===== config.mk =====
export PLATFORM = sky130hd
export DESIGN_NAME = t07_spi_tft_master
export DESIGN_NICKNAME = d
export VERILOG_FILES = /design/src/rtl/t07_spi_tft_master.sv
export SDC_FILE = /design/constraint.sdc
export NUM_CORES = 1
export LEC_CHECK = 0
export ABC_AREA = 1
export BUFFER_PORTS_ARGS = -buffer_cell sky130_fd_sc_hd__buf_2
export CAP_MARGIN = 5
export CORE_MARGIN = 2
export CORE_UTILIZATION = 60
export CTS_CLUSTER_DIAMETER = 60
export DETAILED_ROUTE_END_ITERATION = 7
export GPL_TIMING_DRIVEN = 0
export PLACE_DENSITY = 0.8
export SLEW_MARGIN = 20
export SYNTH_ARGS = -nofsm -noshare
export SYNTH_HDL_FRONTEND = slang
export SYNTH_SLANG_ARGS = --single-unit

===== constraint.sdc =====
create_clock -name clk -period 5 [get_ports clk]
set_clock_uncertainty 0.05 [all_clocks]
set_input_delay 0.25 -clock clk [delete_from_list [all_inputs] [get_ports clk]]
set_output_delay 0.25 -clock clk [all_outputs]
set_load 0.03 [all_outputs]

===== src/rtl/t07_spi_tft_master.sv =====
// t07_spi_tft_master: FIFO-fed SPI master that frames address/data writes to an RA8875 TFT controller.
module t07_spi_tft_master #(
  parameter int ADDR_W     = 32,
  parameter int DATA_W     = 32,
  parameter int INTERLEAVE = 1,
  parameter int CLK_DIV    = 2,
  parameter int FIFO_DEPTH = 4,
  parameter int CS_GAP     = 2,
  parameter bit CPOL       = 1'b0
) (
  input  logic                     clk,
  input  logic                     rst,
  input  logic                     wr_en_i,
  input  logic [ADDR_W-1:0]        addr_i,
  input  logic [DATA_W-1:0]        data_i,
  output logic                     full_o,
  output logic                     busy_o,
  output logic                     done_o,
  output logic                     ovf_o,
  output logic [ADDR_W+DATA_W-1:0] rx_data_o,
  output logic                     cs_n_o,
  output logic                     sclk_o,
  output logic                     mosi_o,
  input  logic                     miso_i
);
  localparam int F = ADDR_W + DATA_W;
  localparam int BW = $clog2(F + 1);
  localparam int AW = $clog2(FIFO_DEPTH);
  localparam int CW = AW + 1;
  localparam int DMAX = CLK_DIV > CS_GAP ? CLK_DIV : CS_GAP;
  localparam int DW = $clog2(DMAX + 1);
  localparam logic [DW-1:0] DIV_LAST = DW'(CLK_DIV - 1);
  localparam logic [DW-1:0] GAP_LAST = DW'(CS_GAP - 1);
  typedef enum logic [2:0] {IDLE, LEAD, SHIFT, TRAIL, GAP} state_t;
  state_t state_q, state_d;
  logic [F-1:0] frame_w, sh_q, sh_d, rx_q, rx_d, rxo_q, rxo_d;
  logic [F-1:0] mem_q [FIFO_DEPTH];
  logic [AW-1:0] wp_q, wp_d, rp_q, rp_d;
  logic [CW-1:0] cnt_q, cnt_d;
  logic [BW-1:0] bit_cnt_q, bit_cnt_d;
  logic [DW-1:0] div_q, div_d;
  logic ph_q, ph_d, cs_n_q, cs_n_d, sclk_q, sclk_d, mosi_q, mosi_d;
  logic busy_q, busy_d, done_q, done_d, ovf_q, ovf_d;
  logic push, pop, last;
  // Interleaved frames alternate address and data bytes, address byte leading.
  if (INTERLEAVE != 0) begin : g_il
    for (genvar g = 0; g < ADDR_W / 8; g++) begin : g_b
      assign frame_w[F-1-16*g -: 8] = addr_i[ADDR_W-1-8*g -: 8];
      assign frame_w[F-9-16*g -: 8] = data_i[DATA_W-1-8*g -: 8];
    end
  end else begin : g_cat
    assign frame_w = {addr_i, data_i};
  end
  assign full_o = cnt_q == CW'(FIFO_DEPTH);
  always_comb begin
    push = wr_en_i && !full_o;
    pop = state_q == IDLE && cnt_q != '0;
    last = div_q == DIV_LAST;
    state_d = state_q;
    div_d = div_q;
    ph_d = ph_q;
    bit_cnt_d = bit_cnt_q;
    sh_d = sh_q;
    rx_d = rx_q;
    rxo_d = rxo_q;
    done_d = 1'b0;
    ovf_d = ovf_q | (wr_en_i & full_o);
    unique case (state_q)
      IDLE: if (pop) begin
        sh_d = mem_q[rp_q];
        bit_cnt_d = BW'(F);
        div_d = '0;
        ph_d = 1'b0;
        state_d = LEAD;
      end
      LEAD: begin
        div_d = last ? '0 : div_q + 1'b1;
        if (last) state_d = SHIFT;
      end
      SHIFT: begin
        if (!ph_q && div_q == '0) rx_d = {rx_q[F-2:0], miso_i};
        div_d = last ? '0 : div_q + 1'b1;
        if (last) begin
          ph_d = !ph_q;
          if (ph_q) begin
            sh_d = sh_q << 1;
            bit_cnt_d = bit_cnt_q - 1'b1;
            if (bit_cnt_q == BW'(1)) state_d = TRAIL;
          end
        end
      end
      TRAIL: begin
        div_d = last ? '0 : div_q + 1'b1;
        if (last) begin
          state_d = GAP;
          done_d = 1'b1;
          rxo_d = rx_q;
        end
      end
      GAP: begin
        div_d = div_q == GAP_LAST ? '0 : div_q + 1'b1;
        if (div_q == GAP_LAST) state_d = IDLE;
      end
      default: state_d = IDLE;
    endcase
    cnt_d = cnt_q + CW'(push) - CW'(pop);
    wp_d = push ? wp_q + 1'b1 : wp_q;
    rp_d = pop ? rp_q + 1'b1 : rp_q;
    cs_n_d = state_d == IDLE || state_d == GAP;
    sclk_d = (state_d == SHIFT && !ph_d) ? ~CPOL : CPOL;
    mosi_d = sh_d[F-1];
    busy_d = cnt_d != '0 || state_d != IDLE;
  end
  always_ff @(posedge clk) if (push) mem_q[wp_q] <= frame_w;
  always_ff @(posedge clk) begin
    if (rst) begin
      state_q <= IDLE;
      div_q <= '0;
      ph_q <= 1'b0;
      bit_cnt_q <= '0;
      sh_q <= '0;
      rx_q <= '0;
      rxo_q <= '0;
      wp_q <= '0;
      rp_q <= '0;
      cnt_q <= '0;
      cs_n_q <= 1'b1;
      sclk_q <= CPOL;
      mosi_q <= 1'b0;
      busy_q <= 1'b0;
      done_q <= 1'b0;
      ovf_q <= 1'b0;
    end else begin
      state_q <= state_d;
      div_q <= div_d;
      ph_q <= ph_d;
      bit_cnt_q <= bit_cnt_d;
      sh_q <= sh_d;
      rx_q <= rx_d;
      rxo_q <= rxo_d;
      wp_q <= wp_d;
      rp_q <= rp_d;
      cnt_q <= cnt_d;
      cs_n_q <= cs_n_d;
      sclk_q <= sclk_d;
      mosi_q <= mosi_d;
      busy_q <= busy_d;
      done_q <= done_d;
      ovf_q <= ovf_d;
    end
  end
  assign busy_o = busy_q;
  assign done_o = done_q;
  assign ovf_o = ovf_q;
  assign rx_data_o = rxo_q;
  assign cs_n_o = cs_n_q;
  assign sclk_o = sclk_q;
  assign mosi_o = mosi_q;
endmodule


==> results of run 1 <==
==> per-layer routing <==
metal  wire length [um]  GRT usage, %  vias to the layer above
met5                  0             0                        -
met4               1564         12.02                        0
met3               2724         4.454                      123
met2              21540         47.42                      502
met1              17500         34.68                     6636
li1                   -             -                     6642
==> per-stage QoR <==
stage / worst slack (ns) / instances
6_report: 2.326 / 2476
2_1_floorplan: 1.119 / 1780
3_3_place_gp: -1.067 / 2308
3_5_place_dp: 2.345 / 2318
4_1_cts: 2.328 / 2471
5_1_grt: 2.079 / 2475
==> cells in the mapped netlist (all sizes together) <==
| library cell | number | area share (%) |
|---|---|---|
| o211ai | 1 | 0.041 |
| fa | 1 | 0.11 |
| dfxtp | 219 | 24 |
| nand3b | 1 | 0.041 |
| nand2 | 104 | 2.2 |
| inv | 99 | 2.0 |
| nand4 | 7 | 0.24 |
| a21o | 2 | 0.083 |
| and2 | 1 | 0.034 |
| nor2 | 283 | 5.9 |
| nand3 | 76 | 2.1 |
| or2 | 63 | 2.2 |
| buf | 78 | 2.4 |
| edfxtp | 256 | 42 |
| o21ai | 328 | 9.0 |
| a21oi | 208 | 5.7 |
| clkbuf | 42 | 0.87 |
| nor3 | 1 | 0.027 |
| o22ai | 1 | 0.034 |
| xor2 | 1 | 0.048 |
| ha | 8 | 0.55 |
==> layout make-up <==
type,count,area [sq um]
buffer,120,603.1
multi-input combinational,1086,5174
inverter,99,371.6
timing repair buffer,215,1587
clock buffer,66,1266
tap,390,488.0
fill,2002,7971
antenna,5,12.51
clock inverter,20,172.7
sequential,475,12070
==> worst max-delay path: cells and delay by family, from the launching register on <==
family | cells | cell delay [ns]
simple gates | 5 | 0.95
fa+ha+maj | 3 | 0.89
flops | 1 | 0.37
compound gates | 1 | 0.16
buf+inv | 2 | 0.15
==> layout by cell type (no fill, tap or decap), types with 5 or more instances in the layout <==
cell type	Yosys	layout
nor2_1	282	278
edfxtp_1	256	256
dfxtp_1	219	219
a21oi_1	207	207
buf_2	53	191
o21ai_0	175	175
o21ai_1	153	153
nand2_1	103	103
inv_1	91	91
nand3_1	76	76
dlygate4sd3_1	0	67
clkbuf_1	42	58
clkbuf_16	0	46
or2_2	29	29
or2_1	27	27
buf_4	9	9
buf_1	9	9
inv_2	8	8
ha_1	8	8
nand4_1	7	7
buf_6	7	7
or2_0	7	7
clkinv_1	0	6
diode_2	0	5
nor2_4	1	5
buf_12	0	5
==> path summary, 6_finish.rpt <==
| path | startpoint | endpoint | cells past startpoint |
|---|---|---|---|
| setup / recovery | state_q[2] | busy_o | 11 |
| hold / removal | wr_en_i | wp_q[1] | 3 |
| setup reg to reg | state_q[2] | busy_o | 11 |
| hold reg to reg | div_q[1] | div_q[1] | 2 |
==> power by group <==
part	switching, uW	internal, uW
Clock	1460	1880
Sequential	204	4640
Combinational	2140	1050
==> cell families (layout without fill, tap and decap cells) <==
logic type,count (synthesis),in the layout
other cells,0,5
xor+xnor,1,1
flops,475,475
compound gates,540,540
buf+inv,219,520
fa+ha+maj,9,9
simple gates,536,536
==> state kept, by name, indices dropped and copies added (netlist names), 2 cells and up, named ones only <==
name and count:
rx_data_o 64, state_q 3, bit_cnt_q 7, sh_q 64, wp_q 2, rp_q 2, cnt_q 3, div_q 2
mem_q 256, rx_q 64
==> repair_timing <==
action                                 in CTS  in global routing
hold buffers                               67                  0
resized for setup                           0                  0
endpoints found under the hold margin     259                  0
==> reports/results.tsv, run 1 <==
metric	value	unit
# clock sinks	475	
layout cells sized above 1	15.62	%
Design Area, Final	0.02175	sq mm
final worst-path cycle share	53.48	%
compound-cell area share of the yosys netlist	14.93	%
Tmin final	2.674	ns
Num CTS Buffers	46	
CP peak stage delay	0.47	ns
average size of a mapped cell	10.22	sq um
PD cells	522.8	mW/mm^2
crit path max-delay cell type	nor2_1	
unrepaired setup endpoints after global routing	no	
DP Area	0.01962	sq mm
HPWL Detailed	27050	um
vias per std cell	5.615	
WL final	43330	um
Mapped Cells	1780	
H-tree depth	2	
Fin. Hold Viols	0	
crit path cell chain	nor2_1 -> nand2_1 -> nor2_1 -> ha_1 -> inv_1 -> ha_1 -> fa_1 -> inv_1 -> nand4_1 -> o21ai_0 -> nand2_1	
largest family of logic cells by synthesized area	compound AO/OA/AOI/OAI gates	
Setup CP Type	reg2reg	
crit path capture type	register	
initial antenna violation count	5	
hold_ws	0.3419	ns
Net Count, Synth	1857	
Worst slew margin	45.32	%
status	completed	
post-synthesis adder-cell area fraction	0.6603	%
DRC errors left	0	
Fmax	373.9	MHz
post-DR wirelength/cell	17.50	um
WP data arrival	3.07	ns
NumNets Final	2120	
first-pass GRT wire length	68900	um
die width	178.1	um
global-route usage over all layers	27.61	%
PortBufs	138	
Initial Utilization	61.21	%
die area	0.03173	sq mm
GPL Wtd Cong	0.8522	
Worst-path clk slew	0.06	ns
post-synthesis sequential area ratio	66.36	%
Req. time, crit path	5.40	ns
post-CTS setup buffer count	0	
DR vias	13903	
flop and latch count out of synthesis	475	
Synth-to-Final Area Change	19.55	%
post-synthesis mux area share	0	%
LEAKAGE	0.008416	uW
placeable core area	0.02972	sq mm
XOR/XNOR Fraction of Synth Area	0.04815	%
worst-margin pin slew	0.8183	ns
R2R setup slack	2.33	ns
worst min path class	in2reg	
Pwr Total	11370	uW
DRT Pass-1 Iters	7	
cell area after synthesis	0.01819	sq mm
startpoint types	register	
CTS tree	built	
FP Rows	63	
drt initial violations	1215	
grt total ovfl	0	
die span in y	178.1	um
worst skew pair latency	0.55	ns
post-synth cell types	31	
setup violators final	0	
total number of yosys warnings	0	
post-detailed-route count of antenna-violating nets	0	
MaxCap Viol Count	0	
Worst VDD drop	0.3641	mV
fraction of the mapped netlist area in simple logic gates	12.64	%
pin count of the biggest net entering global routing	24	
total negative slack	0	ns
root buf cell	clkbuf_16	
CP max FO	7	
IO Pins	139	
vias in the first global route	13847	
clk buf depth	3	
Slew Viols, Final	0	
final core utilization	73.18	%
No activity file was read; power rests on OpenSTA's default activity.
==> run 2, diff against run 1 <==
- CORE_UTILIZATION: 60 -> 54
- PLACE_DENSITY: 0.8 -> 0.76
- clock period: 5 -> 2.4 ns (I/O delays scaled with it)
==> run 2 against run 1 <==
Compared with the run above:
- worst setup slack worse by 2.2 ns
- non-clock buffer count rose by 3
- count of clock-buffer cells in the layout decreased by 6
- sequential cell count is the same
- first-iteration DRC count down 14%
- critical endpoint unchanged
- sequential power rose by 110%
- fmax grew 19%
- utilization down 6.7 points
==> reports/results.tsv, run 2 (synthesis results as in run 1) <==
metric	value	unit	change
initial antenna violation count	3		was 5
vias in the first global route	13704		was 13847
status	completed		unchanged
most common cell after layout, fill and taps aside	nor2_1		unchanged
layout cells sized above 1	16.81	%	was 15.62%
Largest register FFs	256		unchanged
Worst slew margin	48.46	%	was 45.32%
NumNets Final	2125		was 2120
die width	187.5	um	was 178.1 um
first-pass GRT wire length	69390	um	was 68900 um
WL final	43270	um	was 43330 um
GPL Wtd Cong	0.8109		was 0.8522
pin count of the biggest net entering global routing	23		was 24
Slew Viols, Final	0		unchanged
H-tree depth	2		unchanged
DR vias	13862		was 13903
placeable core area	0.03336	sq mm	was 0.02972 sq mm
die area	0.03517	sq mm	was 0.03173 sq mm
most frequent cells in the layout	276 x nor2_1, 256 x edfxtp_1, 218 x dfxtp_1, 207 x a21oi_1, 191 x buf_2		was 278 x nor2_1, 256 x edfxtp_1, 219 x dfxtp_1, 207 x a21oi_1, 191 x buf_2
# clock sinks	475		unchanged
WP data arrival	2.64	ns	was 3.07 ns
Worst-path clk slew	0.06	ns	about the same
MaxCap Viol Count	0		unchanged
global-route usage over all layers	24.43	%	was 27.61%
IO Pins	139		unchanged
multi-input gate area in the final layout	0.005196	sq mm	was 0.005174 sq mm
FP Rows	67		was 63
Num CTS Buffers	48		was 46
Req. time, crit path	2.79	ns	was 5.40 ns
DRT Pass-1 Iters	5		was 7
startpoint types	register		unchanged
worst skew pair latency	0.56	ns	was 0.55 ns
Reg area	0.01207	sq mm	about the same
Synth-to-Final Area Change	21.85	%	was 19.55%
HPWL Detailed	27010	um	was 27050 um
CTS tree	built		unchanged
crit path capture type	register		unchanged
clk buf depth	3		unchanged
Fmax	444.9	MHz	was 373.9 MHz
drt initial violations	1050		was 1215
largest reg by FF count	mem_q		unchanged
LEAKAGE	0.008597	uW	was 0.008416 uW
fillers	2505		was 2002
Worst VDD drop	0.9819	mV	was 0.3641 mV
DRC errors left	0		unchanged
die span in y	187.5	um	was 178.1 um
post-DR wirelength/cell	17.04	um	was 17.50 um
PD cells	1117	mW/mm^2	was 522.8 mW/mm^2
Initial Utilization	54.52	%	was 61.21%
worst-margin pin slew	0.7732	ns	was 0.8183 ns
Fin. Hold Viols	0		unchanged
worst min path class	in2reg		unchanged
setup violators final	0		unchanged
PortBufs	138		unchanged
Setup CP Type	reg2reg		unchanged
Tmin final	2.248	ns	was 2.674 ns
CP max FO	6		was 7
R2R cell count	11		unchanged
Design Area, Final	0.02217	sq mm	was 0.02175 sq mm
hold_sp	addr_i[21]		was wr_en_i
vias per std cell	5.460		was 5.615
grt total ovfl	0		unchanged
final worst-path cycle share	93.65	%	was 53.48%
total negative slack	0	ns	unchanged
DP Area	0.01973	sq mm	was 0.01962 sq mm
Reg2Reg Launch Point	state_q[1]		was state_q[2]
unrepaired setup endpoints after global routing	no		unchanged
root buf cell	clkbuf_16		unchanged
origin of the worst setup path	state_q[1]		was state_q[2]
post-detailed-route count of antenna-violating nets	0		unchanged
hold-critical path depth	2		was 3
==> run 2: changes by cell type in the layout (fill, tap and decap cells not counted), sizes merged <==
cell,previous run,this run
buf,226,228
diode,5,3
clkbuf,108,102
clkinv,12,14
bufinv,2,8
inv,101,103
dlygate4sd3,67,68
==> run 2: stage by stage <==
step	utilization, %	hold slack (ns)	std cells	setup WS, ns	total power, uW
floorplan	-	0.1391	1780	-0.4532	14630
finish	66.43	0.2602	2539	0.1525	24760
detailed placement	59.13	0.2862	2377	-0.2804	16640
CTS	66.38	0.2350	2536	0.04698	24760
global route	66.43	0.2613	2539	0.01533	26050
global placement	58.30	0.2779	2366	-1.909	16340
==> run 2: worst paths after layout <==
kind | end | slack [ns]
hold reg to reg | rx_data_o[63] | 0.40
setup / recovery | busy_o | 0.15
setup reg to reg | busy_o | 0.15
hold / removal | mem_q[2][45] | 0.26
==> run 2: routing by layer <==
layer | share of wire (%) | global-route usage (%) | vias up
met4 | 2.7 | 9.025 | 0
met1 | 42 | 32.47 | 6625
li1 | - | - | 6657
met3 | 6.0 | 3.126 | 95
met5 | 0 | 0 | -
met2 | 49 | 41.32 | 485
==> run 2: layout make-up <==
class                   instances  share of cell area (%)
well taps                     448                   2.529
clock inverters                30                   1.756
repair buffers                218                   7.384
inverters                      99                   1.677
plain buffers                 120                   2.721
flip-flops and latches        475                   54.47
diodes                          3                 0.03387
clock buffers                  60                   5.989
multi-input cells            1086                   23.44
==> run 2: worst max-delay path, cell delays in order, from the launching register on <==
cell and delay (ns):
dfxtp_1 0.42, inv_1 0.10, nand2_1 0.15, nor2_4 0.05, ha_1 0.26, inv_1 0.04, ha_1 0.19, fa_1 0.45
inv_1 0.10, nand4_1 0.10, o21ai_1 0.14, nand2_1 0.08
==> run 2: timing repair <==
item                                    4_1_cts  5_1_grt
pin swaps                                     1        0
setup buffers                                 1        0
endpoints found under the hold margin       261        0
endpoints found under the setup margin       24        1
gates resized for setup                       4        5
hold buffers                                 68        0
==> run 2: report_power, final <==
group	internal (uW)	switching [uW]
logic	2240	4460
clock network	4820	3170
registers	9660	411
